File: src/rtl/ascon_perm_engine_pkg.sv
// Shared types, constants and helpers for the Ascon permutation engine.
package ascon_perm_engine_pkg;

  localparam int unsigned WORD_W    = 64;
  localparam int unsigned NUM_WORDS = 5;
  localparam int unsigned RND_W     = 4;
  localparam int unsigned RC_W      = 8;

  // Word 0 is x0, word 4 is x4.
  typedef logic [NUM_WORDS-1:0][WORD_W-1:0] type_state;

  // Encoding 2'b11 is not listed; it falls back to the 12-round job.
  typedef enum logic [1:0] {
    MODE_P12 = 2'b00,
    MODE_P8  = 2'b01,
    MODE_P6  = 2'b10
  } mode_e;

  // Round constant for round idx: high nibble 15-idx, low nibble idx.
  function automatic logic [RC_W-1:0] round_const(input logic [RND_W-1:0] idx);
    return {4'(4'd15 - idx), idx};
  endfunction

  // Number of rounds a job runs for a given mode.
  function automatic logic [RND_W-1:0] mode_rounds(input logic [1:0] mode);
    logic [RND_W-1:0] rounds;
    case (mode)
      MODE_P8: rounds = 4'd8;
      MODE_P6: rounds = 4'd6;
      default: rounds = 4'd12;
    endcase
    return rounds;
  endfunction

  // 64-bit rotate right by a constant amount.
  function automatic logic [WORD_W-1:0] rotr(input logic [WORD_W-1:0] x,
                                             input int unsigned     n);
    return (x >> n) | (x << (WORD_W - n));
  endfunction

endpackage

File: src/rtl/ascon_perm_engine_round.sv
// One combinational Ascon round: constant addition, S-box layer, linear diffusion.
module ascon_perm_engine_round
  import ascon_perm_engine_pkg::*;
(
  input  type_state        i_state,
  input  logic [RND_W-1:0] i_round,
  output type_state        o_state
);

  type_state w_const;
  type_state w_sbox;

  // Round constant is folded into the low byte of x2.
  always_comb begin
    w_const                = i_state;
    w_const[2][RC_W-1:0]   = i_state[2][RC_W-1:0] ^ round_const(i_round);
  end

  // Bit-sliced 5-bit S-box across the five words.
  always_comb begin : sbox
    logic [WORD_W-1:0] x0, x1, x2, x3, x4;
    logic [WORD_W-1:0] t0, t1, t2, t3, t4;
    x0 = w_const[0] ^ w_const[4];
    x1 = w_const[1];
    x2 = w_const[2] ^ w_const[1];
    x3 = w_const[3];
    x4 = w_const[4] ^ w_const[3];
    t0 = ~x0 & x1;
    t1 = ~x1 & x2;
    t2 = ~x2 & x3;
    t3 = ~x3 & x4;
    t4 = ~x4 & x0;
    x0 = x0 ^ t1;
    x1 = x1 ^ t2;
    x2 = x2 ^ t3;
    x3 = x3 ^ t4;
    x4 = x4 ^ t0;
    x1 = x1 ^ x0;
    x0 = x0 ^ x4;
    x3 = x3 ^ x2;
    x2 = ~x2;
    w_sbox = {x4, x3, x2, x1, x0};
  end

  // Per-word linear diffusion with word-specific rotation pairs.
  assign o_state[0] = w_sbox[0] ^ rotr(w_sbox[0], 19) ^ rotr(w_sbox[0], 28);
  assign o_state[1] = w_sbox[1] ^ rotr(w_sbox[1], 61) ^ rotr(w_sbox[1], 39);
  assign o_state[2] = w_sbox[2] ^ rotr(w_sbox[2],  1) ^ rotr(w_sbox[2],  6);
  assign o_state[3] = w_sbox[3] ^ rotr(w_sbox[3], 10) ^ rotr(w_sbox[3], 17);
  assign o_state[4] = w_sbox[4] ^ rotr(w_sbox[4],  7) ^ rotr(w_sbox[4], 41);

endmodule

File: src/rtl/ascon_perm_engine.sv
// Iterative Ascon p^a engine: UNROLL rounds per clock, 12/8/6 rounds per job.
module ascon_perm_engine
  import ascon_perm_engine_pkg::*;
#(
  parameter int unsigned UNROLL    = 1,
  parameter int unsigned ROUND_MAX = 12
) (
  input  logic       clock_i,
  input  logic       reset_i,
  input  logic       start_i,
  input  logic [1:0] mode_i,
  input  type_state  state_i,
  output logic       ready_o,
  output logic       busy_o,
  output logic       done_o,
  output type_state  state_o
);

  localparam logic [1:0] ST_IDLE = 2'd0;
  localparam logic [1:0] ST_RUN  = 2'd1;
  localparam logic [1:0] ST_DONE = 2'd2;

  if (!((UNROLL == 1) || (UNROLL == 2))) begin : g_unroll_check
    $error("ascon_perm_engine: UNROLL must be 1 or 2");
  end

  logic [1:0]       r_fsm;
  logic [RND_W-1:0] r_round;
  type_state        r_data;
  logic             r_ready;
  logic             r_busy;
  logic             r_done;

  logic [1:0]       w_fsm_next;
  logic [RND_W-1:0] w_round_next;
  type_state        w_data_next;
  logic             w_ready_next;
  logic             w_busy_next;
  logic             w_done_next;
  type_state        w_chain [UNROLL+1];

  // Chain UNROLL rounds with consecutive indices off the current counter.
  assign w_chain[0] = r_data;
  for (genvar g = 0; g < UNROLL; g++) begin : g_round
    ascon_perm_engine_round u_round (
      .i_state (w_chain[g]),
      .i_round (r_round + RND_W'(g)),
      .o_state (w_chain[g+1])
    );
  end

  // State, counter, data and registered status flags.
  always_ff @(posedge clock_i or posedge reset_i) begin
    if (reset_i) begin
      r_fsm   <= ST_IDLE;
      r_round <= '0;
      r_data  <= '0;
      r_ready <= 1'b1;
      r_busy  <= 1'b0;
      r_done  <= 1'b0;
    end else begin
      r_fsm   <= w_fsm_next;
      r_round <= w_round_next;
      r_data  <= w_data_next;
      r_ready <= w_ready_next;
      r_busy  <= w_busy_next;
      r_done  <= w_done_next;
    end
  end

  // Next-state logic; status flags are decoded from the next state so they line up with it.
  always_comb begin
    w_fsm_next   = r_fsm;
    w_round_next = r_round;
    w_data_next  = r_data;
    case (r_fsm)
      ST_IDLE, ST_DONE: begin
        if (start_i) begin
          w_fsm_next   = ST_RUN;
          w_round_next = RND_W'(ROUND_MAX) - mode_rounds(mode_i);
          w_data_next  = state_i;
        end else begin
          w_fsm_next   = ST_IDLE;
        end
      end
      ST_RUN: begin
        w_data_next  = w_chain[UNROLL];
        w_round_next = r_round + RND_W'(UNROLL);
        if (r_round == RND_W'(ROUND_MAX - UNROLL)) begin
          w_fsm_next = ST_DONE;
        end
      end
      default: begin
        w_fsm_next = ST_IDLE;
      end
    endcase
    w_ready_next = (w_fsm_next != ST_RUN);
    w_busy_next  = (w_fsm_next == ST_RUN);
    w_done_next  = (w_fsm_next == ST_DONE);
  end

  assign ready_o = r_ready;
  assign busy_o  = r_busy;
  assign done_o  = r_done;
  assign state_o = r_data;

endmodule

File: config.mk
export PLATFORM = sky130hd
export DESIGN_NAME = ascon_perm_engine
export DESIGN_NICKNAME = d
export VERILOG_FILES = /design/src/rtl/ascon_perm_engine_pkg.sv /design/src/rtl/ascon_perm_engine_round.sv /design/src/rtl/ascon_perm_engine.sv
export SDC_FILE = /design/constraint.sdc
export NUM_CORES = 2
export LEC_CHECK = 0
export ABC_CLOCK_PERIOD_IN_PS = 12500
export BUFFER_PORTS_ARGS = -buffer_cell sky130_fd_sc_hd__buf_2
export CORE_AREA = 4 4 251 253
export DETAILED_ROUTE_END_ITERATION = 10
export DIE_AREA = 0 0 255 257
export PLACE_DENSITY = 0.85
export SLEW_MARGIN = 30
export SYNTH_ARGS = -nofsm -noshare
export SYNTH_HDL_FRONTEND = slang
export SYNTH_SLANG_ARGS = --single-unit
File: constraint.sdc
create_clock -name clock_i -period 12.5 [get_ports clock_i]
set_input_delay 0.625 -clock clock_i [delete_from_list [all_inputs] [get_ports clock_i]]
set_output_delay 0.625 -clock clock_i [all_outputs]
set_load 0.1 [all_outputs]
==> impl_metrics.ini <==
[layout]
synthToLayoutAreaGrowth_pct = 18.2
final_cell_mix = buf_2, nand2_1, xnor2_1
final_area_sq_um = 36000
n_fill_cell = 5245
multiInputGateArea_sq_um = 21000
final_common_cell = buf_2
seq_area_sq_um = 8230
final_nets = 4120
drive_above_1_share = 0.225

[global_routing]
grt_usage = 0.421
grt_pass1_vias = 26100
grt_max_degree = 224
grt_overflow = 0
grt_pass1_wl_microns = 195000
antenna_found_initial = 11

[logic_synthesis]
synth-seq-cells = 329
synthCells = 3090
synth_edf_count = 0
synthesis.area_sq_um = 30400
yosysUniqueCellTypes = 36
ys_warn_count = 0
yosysTopAreaCell = dfrtp_1
avgSynthCellArea_sq_um = 9.85
synth.top_cell.area_share = 0.270
async_flop_share = 1.00
netlist_top_cells_area = dfrtp_1, xnor3_1, xnor2_1, nand2_1, xor2_1
ys.flop_type = dfrtp_1
yosysSeqAreaShare = 0.271
syn-num-nets = 3546

[critical_path]
cp.required_ns = 12.93
reg2reg_from = r_fsm[0]$_DFF_PP0_
crit_arrival_ns = 3.59
r2r_setup_slack_ns = 9.34
crit_type = register to register
worstRegToRegCells = 5
cp-end-kind = register
critPathLaunchType = register
cp_max_fo = 103
rr_endpoint = state_o[39]$_DFFE_PP0P_

[clock_tree]
clockBufferDepth = 3
cts-root-buf = clkbuf_16
cts_setup_buffers = 0
cts_resized = 0
cts_made_buffers = 42
cts.sinks = 329
cts_hold_buf = 0
clk_latency_ns = 0.60
htree_levels = 2
clkTransAtPathRegs_ns = 0.06
cts_tree = done

[routing]
met1_length_microns = 51500
dr.pass1.iters = 6
route.detailed.drc = 0
drtIter0Drc = 3757
wl_per_cell_microns = 31.7
vias_per_cell = 6.12
vias = 27500
wl_met3_microns = 16600
wl_met2_microns = 62500
drt-total-wl_microns = 143000
antenna_left = 0
top_layer = met5

[floorplanning]
die_area_sq_um = 65500
initial_core_util = 0.499
fp-row-count = 91
die_h_microns = 257
ios = 648
die_width_microns = 255
core-area_sq_um = 61000

[timing]
slew_viol_final = 0
period_share = 0.253
period_minus_slack_ns = 3.16
finalHoldViolCount = 0
worstMarginPinSlew_ns = 1.12
setup_viol = 0
rsz0062_at_grt = no
setup_tns_ns = 0
fmax_mhz = 316
finalClockSkew_ns = 0.0209
maxSlewHeadroom = 0.245

[job]
drv_cap = 0

[placed_design]
portBuffers = 647
gp_congestion = 1.11
place_area_sq_um = 34400
dp_hpwl_microns = 115000

[hold_path]
hold_path.class = input pin to async pin

[run_status]
status = completed
==> worst max-delay path by stage <==
stage | start | to | slack (ns)
after floorplan | reset_i | busy_o$_DFF_PP0_ | 2.77
after global routing | r_fsm[0]$_DFF_PP0_ | state_o[234]$_DFFE_PP0P_ | 9.18
after CTS | r_fsm[0]$_DFF_PP0_ | state_o[39]$_DFFE_PP0P_ | 9.15
after global placement | r_fsm[0]$_DFF_PP0_ | state_o[39]$_DFFE_PP0P_ | 9.22
after detailed placement | r_fsm[0]$_DFF_PP0_ | state_o[36]$_DFFE_PP0P_ | 9.16
final | r_fsm[0]$_DFF_PP0_ | state_o[39]$_DFFE_PP0P_ | 9.34
==> metal layers <==
layer | global-route usage | vias up
met5 | 0 | -
met4 | 0.265 | 12
met3 | 0.111 | 488
met2 | 0.644 | 1886
met1 | 0.531 | 13600
li1 | - | 11500
==> state kept, by name (all words and copies together) (netlist names) <==
name,count
r_fsm,2
state_o,320
done_o,1
ready_o,1
r_round,4
busy_o,1
==> metrics by stage <==
| stage | hold WS (ns) | util | cells | setup slack (ns) |
|---|---|---|---|---|
| 2_1_floorplan | 0.548 | - | 3090 | 2.77 |
| 5_1_grt | 0.179 | 0.589 | 4488 | 9.18 |
| 3_5_place_dp | 0.548 | 0.564 | 4408 | 9.16 |
| 6_report | 0.117 | 0.589 | 4493 | 9.34 |
| 3_3_place_gp | 0.541 | 0.563 | 4407 | 9.22 |
| 4_1_cts | 0.271 | 0.588 | 4482 | 9.15 |
==> worst max-delay path, cell delays in order (launching register included) <==
cell and delay, ns:
dfrtp_1 0.46, nand2b_4 0.67, buf_6 0.65, buf_4 0.78
and3_1 0.27, a21oi_1 0.04
==> area by class of cell <==
cell class | instances | share of cell area
diodes | 9 | 0.000626
clock buffers | 64 | 0.0347
clock inverters | 10 | 0.00494
inverters | 194 | 0.0206
multi-input cells | 2427 | 0.585
flip-flops and latches | 329 | 0.229
well taps | 790 | 0.0275
repair buffers | 670 | 0.0980
==> synth_stat cells, types with 54 or more instances <==
| cell | n |
|---|---|
| a211oi_1 | 90 |
| a21oi_1 | 161 |
| a31oi_1 | 63 |
| and3_1 | 58 |
| clkbuf_1 | 125 |
| dfrtp_1 | 328 |
| ha_1 | 131 |
| inv_1 | 193 |
| mux2i_1 | 59 |
| nand2_1 | 487 |
| nor2_1 | 184 |
| o21ai_0 | 113 |
| xnor2_1 | 380 |
| xnor2_2 | 54 |
| xnor3_1 | 250 |
| xor2_1 | 204 |
==> kinds of logic (layout without fill, tap and decap cells) <==
logic type	count (synthesis)	count (layout)	synth area share
other	0	9	0
DFF	329	329	0.271
and+or+nand+nor	739	739	0.0966
buffers and inverters	334	938	0.0414
muxes	59	59	0.0194
AOI/OAI and AO/OA	534	534	0.106
xor gates and xnor gates	904	904	0.392
adders and majority gates	191	191	0.0745
Power is not shown: default switching activity piles up to over one toggle a cycle in this logic, so the estimate is an artifact.
